## src/rtl/collect_2x1_one_hot_pipe.sv

```systemverilog
// 2:1 collect switch with round-robin arbitration and a single registered
// output slot. The winning side's tag is extended with a source bit (MSB)
// so a downstream one-hot distribute stage can route the reply back.
module collect_2x1_one_hot_pipe #(
  parameter  int DATA_WIDTH        = 32,
  parameter  int IN_COMMAND_WIDTH  = 2,
  localparam int OUT_COMMAND_WIDTH = IN_COMMAND_WIDTH + 1
) (
  input  logic                          clk,
  input  logic                          rst,
  input  logic                          i_en,
  input  logic [1:0]                    i_valid,
  input  logic [2*DATA_WIDTH-1:0]       i_data_bus,
  input  logic [2*IN_COMMAND_WIDTH-1:0] i_cmd,
  output logic [1:0]                    o_ready,
  output logic                          o_valid,
  output logic [DATA_WIDTH-1:0]         o_data_bus,
  output logic [OUT_COMMAND_WIDTH-1:0]  o_cmd,
  input  logic                          i_ready
);

  logic                        prio;
  logic                        can_accept;
  logic [1:0]                  grant;
  logic [1:0]                  acc;
  logic                        src;
  logic [DATA_WIDTH-1:0]       sel_data;
  logic [IN_COMMAND_WIDTH-1:0] sel_cmd;

  // Round-robin grant: sole requester wins, contention resolved by prio.
  always_comb begin
    grant = 2'b00;
    case (i_valid)
      2'b01:   grant = 2'b01;
      2'b10:   grant = 2'b10;
      2'b11:   grant = prio ? 2'b10 : 2'b01;
      default: grant = 2'b00;
    endcase
  end

  // Handshake and source-word selection for the granted side.
  always_comb begin
    can_accept = ~o_valid | i_ready;
    o_ready    = (i_en & can_accept & ~rst) ? grant : 2'b00;
    acc        = o_ready & i_valid;
    src        = acc[1];
    sel_data   = src ? i_data_bus[2*DATA_WIDTH-1:DATA_WIDTH]
                     : i_data_bus[DATA_WIDTH-1:0];
    sel_cmd    = src ? i_cmd[2*IN_COMMAND_WIDTH-1:IN_COMMAND_WIDTH]
                     : i_cmd[IN_COMMAND_WIDTH-1:0];
  end

  // Output slot: load on accept, zero on drain, otherwise hold; prio flips
  // away from the side just served.
  always_ff @(posedge clk) begin
    if (rst) begin
      o_valid    <= 1'b0;
      o_data_bus <= '0;
      o_cmd      <= '0;
      prio       <= 1'b0;
    end else if (|acc) begin
      o_valid    <= 1'b1;
      o_data_bus <= sel_data;
      o_cmd      <= {src, sel_cmd};
      prio       <= ~src;
    end else if (o_valid & i_ready) begin
      o_valid    <= 1'b0;
      o_data_bus <= '0;
      o_cmd      <= '0;
    end
  end

endmodule
```

## config.mk

```make
export PLATFORM = sky130hd
export DESIGN_NAME = collect_2x1_one_hot_pipe
export DESIGN_NICKNAME = d
export VERILOG_FILES = /design/src/rtl/collect_2x1_one_hot_pipe.sv
export SDC_FILE = /design/constraint.sdc
export NUM_CORES = 1
export LEC_CHECK = 0
export ABC_AREA = 1
export BUFFER_PORTS_ARGS = -buffer_cell sky130_fd_sc_hd__clkbuf_2
export CELL_PAD_IN_SITES_DETAIL_PLACEMENT = 2
export CELL_PAD_IN_SITES_GLOBAL_PLACEMENT = 2
export CORE_UTILIZATION = 22
export CTS_CLUSTER_SIZE = 24
export DETAILED_ROUTE_END_ITERATION = 8
export GPL_TIMING_DRIVEN = 0
export PLACE_DENSITY = 0.85
export SYNTH_ARGS = -nofsm -noshare
export SYNTH_HDL_FRONTEND = slang
export SYNTH_SLANG_ARGS = --single-unit
```

## constraint.sdc

```tcl
create_clock -name clk -period 1.7 [get_ports clk]
set_clock_uncertainty 0.1 [all_clocks]
set_input_delay 0.085 -clock clk [delete_from_list [all_inputs] [get_ports clk]]
set_output_delay 0.085 -clock clk [all_outputs]
set_load 0.03 [all_outputs]
```

== Word level (Yosys, flattened, before mapping) ==
Index checks and enable logic that the tools add are counted.

* Word-level logic and storage cells: 28
* Flip-flop bits (word level): 37
* Bits of input ports: 74

* Mux-type cells: 11
* Eq/ne operators: 3
* Reductions and logical operators: 2
* Bitwise operators: 8

{| class="wikitable"
|+ Operator list
! kind !! number
|-
| 32-bit two-way mux || 3
|-
| 2-bit two-way mux || 3
|-
| 3-bit two-way mux || 2
|-
| 2-bit case mux with 3 select lines || 1
|-
| 2-bit equality test, second input constant || 2
|-
| 1-bit bitwise AND || 3
|-
| 1-bit inverter || 3
|-
| 2-bit bitwise AND || 1
|-
| 2-bit by 1-bit equality test with 1-bit output, second input constant || 1
|-
| 1-bit two-way mux || 2
|-
| 2-bit nonzero test || 1
|-
| 2-bit OR reduction || 1
|-
| 1-bit OR || 1
|}

== Depth between registers and ports, before layout ==
* Depth in word-level cells: 8
* Depth in mapped cells: 11
* Mapped depth without buffers: 9

== Least setup slack after synthesis ==
Ideal clock, no wire load.

* Path type: register to register
* From: register o_valid
* To: register o_data_bus[3]
* Path slack: 0.129 ns
* Required time: 1.489 ns
* Arrival time: 1.359 ns
* Buffers on the path: 1
* Cell stages (with the launch flop): 9
* Clock period less this slack: 1.571 ns
* Setup time: 0.111 ns
* Path through: dfxtp_1 > inv_1 > nor2_2 > nor2_8 > o21ai_4 > buf_2 > nand3b_1 > nand2_1 > nor2_1

* Cells in the longest elaborated chain, start to end: 8

{| class="wikitable"
|+ Ends and longest elaborated chain
! item !! line !! text
|-
| start: declaration || 16 || <nowiki>output logic o_valid,</nowiki>
|-
| start signal: assignment || 57 || <nowiki>o_valid <= 1'b0;</nowiki>
|-
| start signal: assignment || 62 || <nowiki>o_valid <= 1'b1;</nowiki>
|-
| start signal: assignment || 67 || <nowiki>o_valid <= 1'b0;</nowiki>
|-
| 1-bit inverter || 43 || <nowiki>can_accept = ~o_valid | i_ready;</nowiki>
|-
| 1-bit OR || 43 ||
|-
| 1-bit bitwise AND (2 in a row) || 44 || <nowiki>o_ready = (i_en & can_accept & ~rst) ? grant : 2'b00;</nowiki>
|-
| 2-bit two-way mux || 44 ||
|-
| 2-bit bitwise AND || 45 || <nowiki>acc = o_ready & i_valid;</nowiki>
|-
| 32-bit two-way mux / 2-bit OR reduction (equally long branches) || 47, 61 ||
|-
| 32-bit two-way mux / 2-bit nonzero test (equally long branches) || - ||
|-
| end signal: assignment || 63 || <nowiki>o_data_bus <= sel_data;</nowiki>
|-
| end: declaration || 17 || <nowiki>output logic [DATA_WIDTH-1:0] o_data_bus,</nowiki>
|}

Parallel ways exist; a longest one is shown, timed or not.
A chain may end at the register's enable or synchronous reset.

== Worst setup path in the final report ==
* From: register o_valid
* To: output port o_ready[0]

* Cells in the longest elaborated chain, start to end: 5

{| class="wikitable"
|+ Ends and longest elaborated chain
! item !! line !! text
|-
| 1-bit inverter || 43 ||
|-
| 1-bit OR || 43 ||
|-
| 1-bit bitwise AND (2 in a row) || 44 ||
|-
| 2-bit two-way mux || 44 ||
|-
| end: declaration || 15 || <nowiki>output logic [1:0] o_ready,</nowiki>
|}

Every way passes these cells.

==> impl_metrics.env <==
export IMPL_status="finished, violations left"
export IMPL_violations="hold timing"
export IMPL_crit_start="o_valid$_SDFFE_PP0P_"
export IMPL_vdd_drop_max_mv=0.239
export IMPL_final_cells=578
export IMPL_num_rows=35
export IMPL_fmax_ghz=0.632
export IMPL_drc=0
export IMPL_async_flop_share=0
export IMPL_avgRoutedWirePerCell_um=14.1
export IMPL_syn_nets=402
export IMPL_synth_top_area_share=0.352
export IMPL_arrival_ps=1400
export IMPL_die_area_mm2=0.00996
export IMPL_cts_sinks=37
export IMPL_cp_max_fo=15
export IMPL_vias_per_cell=4.43
export IMPL_hold_path_class="primary input to register"
export IMPL_cp_slowest_cell="dfxtp_1"
export IMPL_synth_seq_cells=37
export IMPL_hpwl_mm=6.41
export IMPL_fin_crit_sh=0.931
export IMPL_synth_edf_count=0
export IMPL_synthMostInstantiatedCell="nand2_1"
export IMPL_start_kind="register"
export IMPL_synth_top_area_cell="dfxtp_1"
export IMPL_clk_pin_slew_ps=80
export IMPL_rr_startpoint="o_valid$_SDFFE_PP0P_"
export IMPL_yosysSeqAreaShare=0.352
export IMPL_path_delay_family="buffers and inverters"
export IMPL_cap_violations=0
export IMPL_hold_viol=1
export IMPL_placed_cell_area_mm2=0.00282
export IMPL_portBuffers=110
export IMPL_dpl_cell_count=567
export IMPL_final_layout_size_suffix_gt1_frac=0.323
export IMPL_htreeDepth=2
export IMPL_nets=522
export IMPL_wl_mm=8.13
export IMPL_yosys_area_share_adder=0
export IMPL_synth_xor_area_frac=0
export IMPL_end_kind="output pin"
export IMPL_firstDrtPassIters=4
export IMPL_coreArea_mm2=0.00924
export IMPL_synth_top_family_by_area="simple AND/OR/NAND/NOR gates"
export IMPL_clk_latency_ps=290
export IMPL_cts_made_buffers=5
export IMPL_path_buf_inv=3
export IMPL_cp_cell_sequence="inv_1, nor2_4, nor2_8, nand2_2, inv_6, buf_4"
export IMPL_max_stage_delay_ps=340
export IMPL_whs_ps=-1.50
export IMPL_die_h_um=99.8
export IMPL_critPathKind="register to output pin"
export IMPL_design_portCount=112
export IMPL_synth_avg_cell_area_um2=6.42
export IMPL_p_leak_uw=0.00164
export IMPL_grt_max_degree=15
export IMPL_vias=2561
export IMPL_antenna_found_initial=0
export IMPL_gp_congestion=0.730
export IMPL_start_util=0.228
export IMPL_synth_top_cells_by_count="nand2_1 (86), nand3_1 (57), nor2_1 (48)"
export IMPL_postRouteAntennaNets=0
export IMPL_synth_area_mm2=0.00210
export IMPL_synth_cell_types=18
export IMPL_setup_violations=0
export IMPL_nFillCells=1193
export IMPL_stdcell_area_mm2=0.00296
export IMPL_syn_inst=328
export IMPL_yosys_area_share_simple=0.478
export IMPL_yosysWarnings=0
export IMPL_clockBufferDepth=2
export IMPL_cp_data_required_time_ps=1510
export IMPL_p_per_area_mw_per_mm2=735
export IMPL_synth_area_leaders="dfxtp_1 (35%), nand2_1 (15%), nand3_1 (14%)"
export IMPL_fin_crit_ps=1580
export IMPL_cts_tree="done"
export IMPL_antenna_diode_count=0
export IMPL_hp_start="i_data_bus[6]"
export IMPL_grt_pass1_vias=2727
export IMPL_slew_headroom=0.675
export IMPL_synth_mux_area_frac=0
export IMPL_grt_pass1_wl_mm=13.0
export IMPL_grt_usage=0.168
export IMPL_worst_slew_pin_slew_ps=487
export IMPL_synth_compound_area_frac=0.0511
export IMPL_die_w_um=99.8
export IMPL_finalSetupTns_ps=0
export IMPL_synth_main_ff_cell="dfxtp_1"
export IMPL_synthToLayoutAreaGrowth_pct=40.7
export IMPL_root_buffer="clkbuf_8"
export IMPL_slew_violations=0
export IMPL_drtIter0Drc=53
export IMPL_grt_overflow=0
-- per-stage QoR --
step	utilization	setup slack [ps]	power [uW]
global route	0.321	-2.59	2320
finish	0.321	118	2180
CTS	0.320	4.46	2210
global placement	0.305	51.4	1550
floorplan	-	129	1340
detailed placement	0.305	2.34	1580
-- registers in the layout, indices dropped and copies added (netlist names) --
signal      cells
o_valid         1
o_data_bus     32
o_cmd           3
prio            1
-- worst paths after layout --
check	end	slack [ps]	cells past startpoint
max	o_ready[0]	120	6
min	o_data_bus[6]$_SDFFE_PP0P_	-1	5
max reg2reg	o_data_bus[29]$_SDFFE_PP0P_	150	8
min reg2reg	o_data_bus[14]$_SDFFE_PP0P_	390	2
-- worst reg2reg max path, cell delays in order (launching register included) --
cell      delay (ps)
dfxtp_1          370
inv_1             90
nor2_4           140
nor2_8            80
o21ai_4          130
clkbuf_4         280
nand3b_1         110
nand2_1          100
nor2_1            50
-- routing by layer --
metal  global-route usage  wire (um)
met1                0.184       3210
met2                0.325       4370
met3               0.0299        411
met4               0.0520        131
met5                    0          0
-- layout by cell type, fill, tap and decap left out --
cell type,n
buf_2,5
o21ai_4,1
inv_6,1
clkbuf_1,7
nor2_4,1
dfxtp_1,37
nand3b_1,23
clkbuf_4,2
a21oi_1,15
clkinv_2,3
nand2_2,2
nor2_1,48
dlygate4sd3_1,2
clkbuf_8,5
nand2_4,1
inv_1,29
a21oi_4,1
buf_6,4
buf_4,6
nand2_1,86
clkbuf_2,110
nand3_1,57
inv_2,2
nor2_8,1
-- final cells by class --
cell class,instances,area [um^2],area share
sequential,37,741,0.250
tap,129,161,0.0545
buffer,18,109,0.0368
clock buffer,6,72.6,0.0245
multi-input combinational,236,1120,0.379
clock inverter,2,10.0,0.00338
timing repair buffer,117,614,0.207
inverter,33,130,0.0439
-- report_power, final --
part	switching, uW	internal, uW	total (uW)
registers	31.2	924	956
clock network	327	285	612
logic	379	229	609
-- cell families (layout without fill, tap and decap cells) --
group,Yosys count,in the layout
buffers and inverters,55,176
and+or+nand+nor,219,219
AOI/OAI and AO/OA,17,17
DFF,37,37
-- timing repair --
item,4_1_cts,5_1_grt
gates resized for setup,4,9
setup buffers,5,0
endpoints found under the setup margin,19,21
hold buffers,2,0
pin swaps,2,0
endpoints found under the hold margin,5,0
No activity file was read; power rests on OpenSTA's default activity.
